==> config.mk <==
export PLATFORM = sky130hd
export DESIGN_NAME = mem_io_bridge
export DESIGN_NICKNAME = d
export VERILOG_FILES = /design/src/rtl/slc3_pkg.sv /design/src/rtl/sync_2ff.sv /design/src/rtl/mem_io_bridge.sv
export SDC_FILE = /design/constraint.sdc
export NUM_CORES = 1
export LEC_CHECK = 0
export CAP_MARGIN = 20
export CORE_ASPECT_RATIO = 2
export CORE_MARGIN = 3
export CORE_UTILIZATION = 42
export DETAILED_ROUTE_END_ITERATION = 7
export GPL_TIMING_DRIVEN = 0
export PLACE_DENSITY = 0.75
export SETUP_SLACK_MARGIN = 0.2
export SYNTH_ARGS = -nofsm -noshare
export SYNTH_HDL_FRONTEND = slang
export SYNTH_SLANG_ARGS = --single-unit
export TNS_END_PERCENT = 30
==> constraint.sdc <==
create_clock -name i_clk -period 1.74 [get_ports i_clk]
set_input_delay 0.174 -clock i_clk [delete_from_list [all_inputs] [get_ports i_clk]]
set_output_delay 0.174 -clock i_clk [all_outputs]
set_load 0.01 [all_outputs]
==> src/rtl/slc3_pkg.sv <==
// Shared types and constants for the SLC-3 memory/IO bridge.
package slc3_pkg;

  localparam int WORD_W = 16;
  localparam logic [WORD_W-1:0] IO_SW_HEX_ADDR = 16'hFFFF;

  typedef enum logic [2:0] {
    IDLE     = 3'd0,
    BRAM_ACC = 3'd1,
    IO_ACC   = 3'd2,
    RESP     = 3'd3,
    RELEASE  = 3'd4
  } bridge_state_t;

endpackage

==> src/rtl/sync_2ff.sv <==
// Width-parameterized two-flop synchronizer for asynchronous inputs.
module sync_2ff #(
  parameter int WIDTH = 16
) (
  input  logic             i_clk,
  input  logic             i_reset,
  input  logic [WIDTH-1:0] i_d,
  output logic [WIDTH-1:0] o_q
);

  logic [WIDTH-1:0] r_meta;
  logic [WIDTH-1:0] r_sync;

  always_ff @(posedge i_clk) begin
    if (i_reset) begin
      r_meta <= '0;
      r_sync <= '0;
    end else begin
      r_meta <= i_d;
      r_sync <= r_meta;
    end
  end

  assign o_q = r_sync;

endmodule

==> src/rtl/mem_io_bridge.sv <==
// Bridges the SLC-3 cpu memory port to a fixed-latency BRAM and decodes one
// memory-mapped switch/hex I/O address, returning a one-cycle ready pulse.
//
// state    | meaning
// ---------+----------------------------------------------------------
// IDLE     | waiting for cpu_mem_ena; request fields latched on accept
// BRAM_ACC | bram_ena pulse issued; writes finish, reads count latency
// IO_ACC   | switch read or hex write performed this cycle
// RESP     | cpu_ready high for exactly this cycle
// RELEASE  | request still held by cpu; wait for cpu_mem_ena to drop
module mem_io_bridge
  import slc3_pkg::*;
#(
  parameter int                READ_LAT = 2,
  parameter logic [WORD_W-1:0] IO_ADDR  = IO_SW_HEX_ADDR
) (
  input  logic              i_clk,
  input  logic              i_reset,
  input  logic [WORD_W-1:0] i_cpu_addr,
  input  logic [WORD_W-1:0] i_cpu_wdata,
  input  logic              i_cpu_mem_ena,
  input  logic              i_cpu_wr_ena,
  output logic [WORD_W-1:0] o_cpu_rdata,
  output logic              o_cpu_ready,
  output logic [WORD_W-1:0] o_bram_addr,
  output logic [WORD_W-1:0] o_bram_wdata,
  output logic              o_bram_ena,
  output logic              o_bram_we,
  input  logic [WORD_W-1:0] i_bram_rdata,
  input  logic [WORD_W-1:0] i_sw,
  output logic [WORD_W-1:0] o_hex
);

  localparam int CNT_W = 3;

  bridge_state_t r_state;
  bridge_state_t w_state_nxt;

  logic [WORD_W-1:0] r_wdata;
  logic              r_wr;
  logic [CNT_W-1:0]  r_cnt;
  logic [WORD_W-1:0] r_cpu_rdata;
  logic [WORD_W-1:0] r_hex;
  logic [WORD_W-1:0] r_bram_addr;
  logic [WORD_W-1:0] r_bram_wdata;
  logic              r_bram_ena;
  logic              r_bram_we;

  logic [WORD_W-1:0] w_sw_sync;
  logic              w_is_io;
  logic              w_capture;
  logic              w_bram_start;
  logic              w_rd_done;
  logic              w_io_rd;
  logic              w_io_wr;
  logic              w_ready;

  sync_2ff #(.WIDTH(WORD_W)) u_sw_sync (
    .i_clk   (i_clk),
    .i_reset (i_reset),
    .i_d     (i_sw),
    .o_q     (w_sw_sync)
  );

  assign w_is_io = (i_cpu_addr == IO_ADDR);

  always_ff @(posedge i_clk) begin
    if (i_reset) r_state <= IDLE;
    else         r_state <= w_state_nxt;
  end

  always_comb begin
    w_state_nxt = r_state;
    case (r_state)
      IDLE:     if (i_cpu_mem_ena) w_state_nxt = w_is_io ? IO_ACC : BRAM_ACC;
      BRAM_ACC: if (r_wr || w_rd_done) w_state_nxt = RESP;
      IO_ACC:   w_state_nxt = RESP;
      RESP:     w_state_nxt = i_cpu_mem_ena ? RELEASE : IDLE;
      RELEASE:  if (!i_cpu_mem_ena) w_state_nxt = IDLE;
      default:  w_state_nxt = IDLE;
    endcase
  end

  // The counter is loaded during the bram_ena cycle, so reaching 1 lines up
  // with the cycle in which the BRAM data becomes valid.
  always_comb begin
    w_capture    = (r_state == IDLE) && i_cpu_mem_ena;
    w_bram_start = w_capture && !w_is_io;
    w_rd_done    = (r_state == BRAM_ACC) && !r_wr && !r_bram_ena &&
                   (r_cnt == CNT_W'(1));
    w_io_rd      = (r_state == IO_ACC) && !r_wr;
    w_io_wr      = (r_state == IO_ACC) && r_wr;
    w_ready      = (r_state == RESP);
  end

  always_ff @(posedge i_clk) begin
    if (i_reset) begin
      r_wdata      <= '0;
      r_wr         <= 1'b0;
      r_cnt        <= '0;
      r_cpu_rdata  <= '0;
      r_hex        <= '0;
      r_bram_addr  <= '0;
      r_bram_wdata <= '0;
      r_bram_ena   <= 1'b0;
      r_bram_we    <= 1'b0;
    end else begin
      r_bram_ena <= w_bram_start;
      r_bram_we  <= w_bram_start && i_cpu_wr_ena;

      if (w_capture) begin
        r_wdata <= i_cpu_wdata;
        r_wr    <= i_cpu_wr_ena;
      end
      if (w_bram_start) begin
        r_bram_addr  <= i_cpu_addr;
        r_bram_wdata <= i_cpu_wdata;
      end

      if ((r_state == BRAM_ACC) && r_bram_ena) r_cnt <= CNT_W'(READ_LAT);
      else if ((r_state == BRAM_ACC) && (r_cnt != '0)) r_cnt <= r_cnt - 1'b1;

      if (w_rd_done)    r_cpu_rdata <= i_bram_rdata;
      else if (w_io_rd) r_cpu_rdata <= w_sw_sync;

      if (w_io_wr) r_hex <= r_wdata;
    end
  end

  assign o_cpu_rdata  = r_cpu_rdata;
  assign o_cpu_ready  = w_ready;
  assign o_bram_addr  = r_bram_addr;
  assign o_bram_wdata = r_bram_wdata;
  assign o_bram_ena   = r_bram_ena;
  assign o_bram_we    = r_bram_we;
  assign o_hex        = r_hex;

endmodule

Word-level counts from Yosys, hierarchy flattened
Cells that the tools add are included.

storage, ports and cells
  input port bits = 68
  bits in latches = 0
  memory bits (writable) = 0
  memories kept = 0
  output and inout bits = 67
  word-level logic and storage cells = 53
  ROM bits = 0
  register bits = 121

cells by class
  divide/modulo/power cells = 0
  shift operators = 0
  equality and inequality tests = 9
  reduce and logical (&&, ||, !) cells = 20
  muxes and demuxes = 10
  $add $sub $neg = 1
  $lt $le $gt $ge = 0
  bitwise logic cells = 0
  multipliers = 0

operators by type and width
  cell                                                  number
  2-to-1 mux 16 bit                                     2
  equality test 16 bit (second input constant)          1
  one-hot mux 3 bit (5 select lines)                    1
  2-to-1 mux 3 bit                                      4
  logical AND 1 bit                                     10
  equality test 3 x 1 -> 1 bit (second input constant)  2
  equality test 3 x 2 -> 1 bit (second input constant)  2
  2-to-1 mux 2 bit                                      3
  != test 2 bit (second input constant)                 3
  nonzero test 2 bit                                    2
  equality test 3 bit (second input constant)           1
  zero test 1 bit                                       3
  zero test 3 bit                                       1
  AND reduction 3 bit                                   1
  nonzero test 3 bit                                    1
  subtractor 3 x 1 -> 3 bit (second input constant)     1
  OR reduction 2 bit                                    1
  logical OR 1 bit                                      1

Longest topological paths before layout
  word-level depth = 7
  mapped depth = 8
  depth with buffers taken out = 7

Cells and area by module
Synthesis repeated with hierarchy kept, for this count alone.

unflattened totals
  cell total of the unflattened synthesis = 485
  area, all modules = 4357.9 µm²

by module, submodules not included
  module         area an instance (µm²)  cells an instance  seq. area each (µm²)  instances
  mem_io_bridge  3494.6                  418                1781.7                1
  sync_2ff       863.3                   67                 640.6                 1

Worst setup path after synthesis
OpenSTA, ideal clock, no wires.

  path kind = register to register
  from = reg r_state[2]
  to = reg r_cpu_rdata[0] (netlist: o_cpu_rdata[0])
  data required time = 1.607 ns
  buffers on the path = 3
  setup time = 0.133 ns
  period minus slack after synthesis = 1.858 ns
  stages on the path, launching flop included = 8
  path slack = -0.118 ns
  arrival time = 1.724 ns
  cell sequence = dfxtp_1 buf_6 or4b_4 or3_1 buf_2 buf_2 nor2_1 a311oi_1

between the ends
  cells in the longest elaborated chain, start to end = 5
  elaborated cells on any way between the ends = 8
  those cells by class = eq/ne (2); mux (1); reduce/logical (5)

RTL lines
  what                                                     RTL line              text
  from (decl)                                              mem_io_bridge.sv:36   bridge_state_t r_state;
  from (signal assigned)                                   mem_io_bridge.sv:69   else r_state <= w_state_nxt;
  equality test 3 x 1 -> 1 bit                             mem_io_bridge.sv:89   w_rd_done = (r_state == BRAM_ACC) && !r_wr && !r_bram_ena &&
  logical AND 1 bit (3 in a row)                           mem_io_bridge.sv:89
  2-to-1 mux 16 bit or nonzero test 2 bit (tied branches)  --
  to (signal assigned)                                     mem_io_bridge.sv:123  if (w_rd_done) r_cpu_rdata <= i_bram_rdata;
  to (signal assigned)                                     mem_io_bridge.sv:124  else if (w_io_rd) r_cpu_rdata <= w_sw_sync;
  to (decl)                                                mem_io_bridge.sv:42   logic [WORD_W-1:0] r_cpu_rdata;

Several ways; a longest one is shown, not always the timed one.
A chain may end at the register's enable or synchronous reset.

Worst setup path after layout
  from = reg r_state[0]
  to = reg r_cpu_rdata[8] (netlist: o_cpu_rdata[8])

The elaborated chain is that of the path after synthesis.

==> impl_metrics.env <==
export IMPL_outcome="complete, but fails checks"
export IMPL_failing_checks="setup timing"
export IMPL_grt_start_max_net_pins=17
export IMPL_timing_slew_headroom_pct=50.96
export IMPL_synth_cell_type_count=30
export IMPL_synth_xor_area_share_pct=0
export IMPL_floorplan_rows=53
export IMPL_netlist_area_leader_share_pct=53.35
export IMPL_io_pins=135
export IMPL_post_synthesis_share_of_cell_area_spent_on_and_or_nand_and_nor_gates_pct=26.65
export IMPL_grt_antenna_before_repair=0
export IMPL_worst_r2r_setup_slack_ns=-0.18
export IMPL_filler_free_cell_count_of_the_finished_design=804
export IMPL_dp_final_hpwl_um=8940
export IMPL_final_net_count=725
export IMPL_post_route_min_period_ns=1.918
export IMPL_slowest_delay_ns=0.49
export IMPL_gpl_wtd_cong=0.8430
export IMPL_tritoncts="built"
export IMPL_cts_path_max_buffers=2
export IMPL_yosysTopAreaCell="sky130_fd_sc_hd__dfxtp_1"
export IMPL_critical_path_slowest_cell="sky130_fd_sc_hd__or4b_4"
export IMPL_final_critical_path_setup_slack_ns=-0.1784
export IMPL_setup_viols_final=16
export IMPL_global_route_usage_total_pct=20.57
export IMPL_final_max_slew_viol_count=0
export IMPL_path_buf_inv=2
export IMPL_synth_area_leaders="sky130_fd_sc_hd__dfxtp_1, sky130_fd_sc_hd__nand2b_1, sky130_fd_sc_hd__nand2_1"
export IMPL_post_placement_setup_slack_ns=-0.5813
export IMPL_cap_viol_max_count=0
export IMPL_post_synth_cell_area_avg_um2=9.192
export IMPL_detail_route_wl_per_cell_um=15.09
export IMPL_i_o_buffers=133
export IMPL_synth_warnings=0
export IMPL_layout_filler_cells=819
export IMPL_postSynthCellCount=494
export IMPL_finalWirelength_um=12130
export IMPL_area_growth_syn_to_layout_pct=54.15
export IMPL_post_synthesis_adder_cell_area_fraction_pct=0.8267
export IMPL_dieArea_mm2=0.01217
export IMPL_num_vias=3902
export IMPL_initial_cell_density_of_the_core_pct=43.06
export IMPL_holdWs_ns=0.3348
export IMPL_drt_iter0_markers=140
export IMPL_crit_path_start_kind="flip-flop"
export IMPL_post_synthesis_sequential_area_ratio_pct=53.35
export IMPL_cp_required_ns=1.99
export IMPL_report_power_total_mw=7.346
export IMPL_route_detailed_drc=0
export IMPL_syn_area_mm2=0.004541
export IMPL_chipWidth_um=79.52
export IMPL_max_clock_freq_mhz=521.3
export IMPL_numCtsBuffers=17
export IMPL_cpLargestDelayFamily="simple AND/OR/NAND/NOR gates"
export IMPL_clkSlewWorstSetupHoldPaths_ns=0.05
export IMPL_arrival_ns=2.17
export IMPL_ir_worst_vdd_uv=850.8
export IMPL_n_antenna_cell=0
export IMPL_static_leakage_power_nw=2.582
export IMPL_flops_latches_synth=121
export IMPL_setup_repair_after_global_routing_missed_its_margin="yes"
export IMPL_crit_path_frequent_cell="sky130_fd_sc_hd__buf_6"
export IMPL_final_setup_skew_ns=0.005459
export IMPL_largest_family_of_logic_cells_by_synthesized_area="simple AND/OR/NAND/NOR gates"
export IMPL_aggregate_global_routing_overflow=0
export IMPL_syn_nets=565
export IMPL_floorplan_die_height_um=153.0
export IMPL_synth_compound_gate_area_share_pct=8.267
export IMPL_cts_root_buf="sky130_fd_sc_hd__clkbuf_16"
export IMPL_dp_cells=764
export IMPL_grt_first_pass_wirelength_um=19380
export IMPL_period_share_pct=110.3
export IMPL_worstSkewPairLatency_ns=0.40
export IMPL_vias_per_cell=4.853
export IMPL_cts_htree_levels=4
export IMPL_setup_worst_path_class="reg2reg"
export IMPL_core_mm2=0.01054
export IMPL_power_density_mw_per_mm2=1050
export IMPL_cp_cell_sequence="or4b_4, or3_4, buf_6, buf_6, nor2_4, a311oi_2"
export IMPL_holdBufCountCts=0
export IMPL_mux_contribution_to_synthesized_area_pct=7.054
export IMPL_drt_first_pass_iters=4
export IMPL_critical_path_max_fanout=10
export IMPL_final_hold_violation_count=0
export IMPL_tightestPinTransition_ns=0.7356
export IMPL_clock_sinks=121
export IMPL_share_of_cells_above_drive_strength_1_pct=14.99
export IMPL_cp_end_kind="flip-flop"
export IMPL_worst_min_delay_path_category="in2reg"
export IMPL_grt_pass1_vias=4071
export IMPL_ant_nets=0
-- what timing repair did --
action / 4_1_cts / 5_1_grt
pin swaps: 13 / 11
setup buffers: 3 / 4
endpoints found under the setup margin: 80 / 86
resized for setup: 35 / 50
cloned: 0 / 1
-- worst register-to-register path, cell delays in order (launching register included) --
cell                       delay [ns]
sky130_fd_sc_hd__dfxtp_2         0.43
sky130_fd_sc_hd__or4b_4          0.49
sky130_fd_sc_hd__or3_4           0.38
sky130_fd_sc_hd__buf_6           0.15
sky130_fd_sc_hd__buf_6           0.16
sky130_fd_sc_hd__nor2_4          0.11
sky130_fd_sc_hd__a311oi_2        0.06
-- state kept, by name, indices dropped and copies added, names as in the netlist --
| name | cells |
|---|---|
| o_bram_addr | 16 |
| o_bram_wdata | 16 |
| o_cpu_rdata | 16 |
| o_hex | 16 |
| r_wdata | 16 |
| u_sw_sync.o_q | 16 |
| u_sw_sync.r_meta | 16 |
| r_cnt | 3 |
| r_state | 3 |
| o_bram_ena | 1 |
| o_bram_we | 1 |
| r_wr | 1 |
-- worst paths after layout --
check / cells after the start / from / endpoint
worst max-delay path: 6 / r_state[0] / o_cpu_rdata[8]
worst min-delay path: 2 / i_sw[3] / u_sw_sync.r_meta[3]
worst max register to register: 6 / r_state[0] / o_cpu_rdata[8]
worst min register to register: 1 / u_sw_sync.r_meta[3] / u_sw_sync.o_q[3]
-- kinds of logic (layout without fill, tap and decap cells) --
family,after synthesis,after routing
flip-flops,121,121
multiplexers,32,32
AND/OR/NAND/NOR,241,241
buffers and inverters,39,212
adder cells (fa/ha/maj),3,3
AO/OA/AOI/OAI,58,58
-- Yosys cell counts --
cell type,n
sky130_fd_sc_hd__a21boi_0,1
sky130_fd_sc_hd__nor3b_1,2
sky130_fd_sc_hd__nor3_1,4
sky130_fd_sc_hd__o21bai_1,1
sky130_fd_sc_hd__dfxtp_1,121
sky130_fd_sc_hd__inv_1,5
sky130_fd_sc_hd__clkbuf_1,25
sky130_fd_sc_hd__ha_1,3
sky130_fd_sc_hd__a221oi_1,1
sky130_fd_sc_hd__mux2i_1,32
sky130_fd_sc_hd__nor4_1,1
sky130_fd_sc_hd__nor2_1,24
sky130_fd_sc_hd__or3_1,1
sky130_fd_sc_hd__nand3b_1,1
sky130_fd_sc_hd__a311oi_2,2
sky130_fd_sc_hd__or4b_4,1
sky130_fd_sc_hd__a21oi_1,36
sky130_fd_sc_hd__nor4_2,1
sky130_fd_sc_hd__nand2b_1,66
sky130_fd_sc_hd__nor2b_1,33
sky130_fd_sc_hd__a311oi_1,14
sky130_fd_sc_hd__and3_1,1
sky130_fd_sc_hd__buf_6,3
sky130_fd_sc_hd__buf_1,1
sky130_fd_sc_hd__nand4_1,4
sky130_fd_sc_hd__o21ai_0,2
sky130_fd_sc_hd__nand2_1,100
sky130_fd_sc_hd__and2_1,2
sky130_fd_sc_hd__buf_2,5
sky130_fd_sc_hd__a2111oi_0,1
-- where the power goes --
| group | switching, mW | internal (mW) |
|---|---|---|
| logic | 0.402 | 0.504 |
| clock network | 1.21 | 2.21 |
| registers | 0.0874 | 2.93 |
| total | 1.70 | 5.64 |
-- layout by cell type (no fill, tap or decap), types with 2 or more instances in the layout --
cell type,count
sky130_fd_sc_hd__buf_6,4
sky130_fd_sc_hd__a311oi_1,4
sky130_fd_sc_hd__mux2i_1,31
sky130_fd_sc_hd__nor2_2,10
sky130_fd_sc_hd__buf_12,2
sky130_fd_sc_hd__clkbuf_8,3
sky130_fd_sc_hd__inv_1,5
sky130_fd_sc_hd__bufinv_16,2
sky130_fd_sc_hd__nor3_1,4
sky130_fd_sc_hd__dfxtp_1,117
sky130_fd_sc_hd__clkbuf_16,18
sky130_fd_sc_hd__a311oi_2,12
sky130_fd_sc_hd__dlymetal6s2s_1,2
sky130_fd_sc_hd__nor4_4,2
sky130_fd_sc_hd__nand2b_1,66
sky130_fd_sc_hd__nor2_4,8
sky130_fd_sc_hd__nand4_1,4
sky130_fd_sc_hd__nor2b_1,33
sky130_fd_sc_hd__nor2_1,6
sky130_fd_sc_hd__nand2_1,100
sky130_fd_sc_hd__a21oi_1,35
sky130_fd_sc_hd__clkinv_2,3
sky130_fd_sc_hd__clkbuf_1,16
sky130_fd_sc_hd__dfxtp_2,3
sky130_fd_sc_hd__buf_4,7
sky130_fd_sc_hd__o21ai_0,2
sky130_fd_sc_hd__clkdlybuf4s50_1,130
sky130_fd_sc_hd__buf_8,3
sky130_fd_sc_hd__ha_1,3
sky130_fd_sc_hd__clkinvlp_4,5
sky130_fd_sc_hd__clkbuf_2,9
-- per-layer routing --
metal / part of all wire [%] / up-vias / GRT usage [%] / wire (um)
met3: 5.4 / 18 / 6.250 / 649
met1: 36 / 1826 / 19.92 / 4353
met2: 57 / 122 / 38.77 / 6887
li1: - / 1936 / - / -
met4: 2.0 / 0 / 8.361 / 240
met5: 0 / - / 0 / 0
-- cell type report --
class | count | area (um2) | share of cell area (%)
Clock buffer | 21 | 470.5 | 6.721
Inverter | 5 | 18.77 | 0.2681
Tap cell | 137 | 171.4 | 2.449
Buffer | 34 | 237.7 | 3.396
Sequential cell | 121 | 2430 | 34.72
Clock inverter | 11 | 121.4 | 1.734
Multi-Input combinational cell | 334 | 2141 | 30.59
Timing Repair Buffer | 141 | 1409 | 20.13
-- stage by stage --
stage | TNS, ns | utilization [%] | area (um2)
floorplan | -0.5683 | - | 4569
global placement | -27.47 | 57.59 | 6072
detailed placement | -30.13 | 57.59 | 6072
CTS | -3.329 | 64.64 | 6815
global route | -3.047 | 66.38 | 6999
finish | -2.390 | 66.38 | 6999
Note: power is estimated with default switching activity, not from simulation.
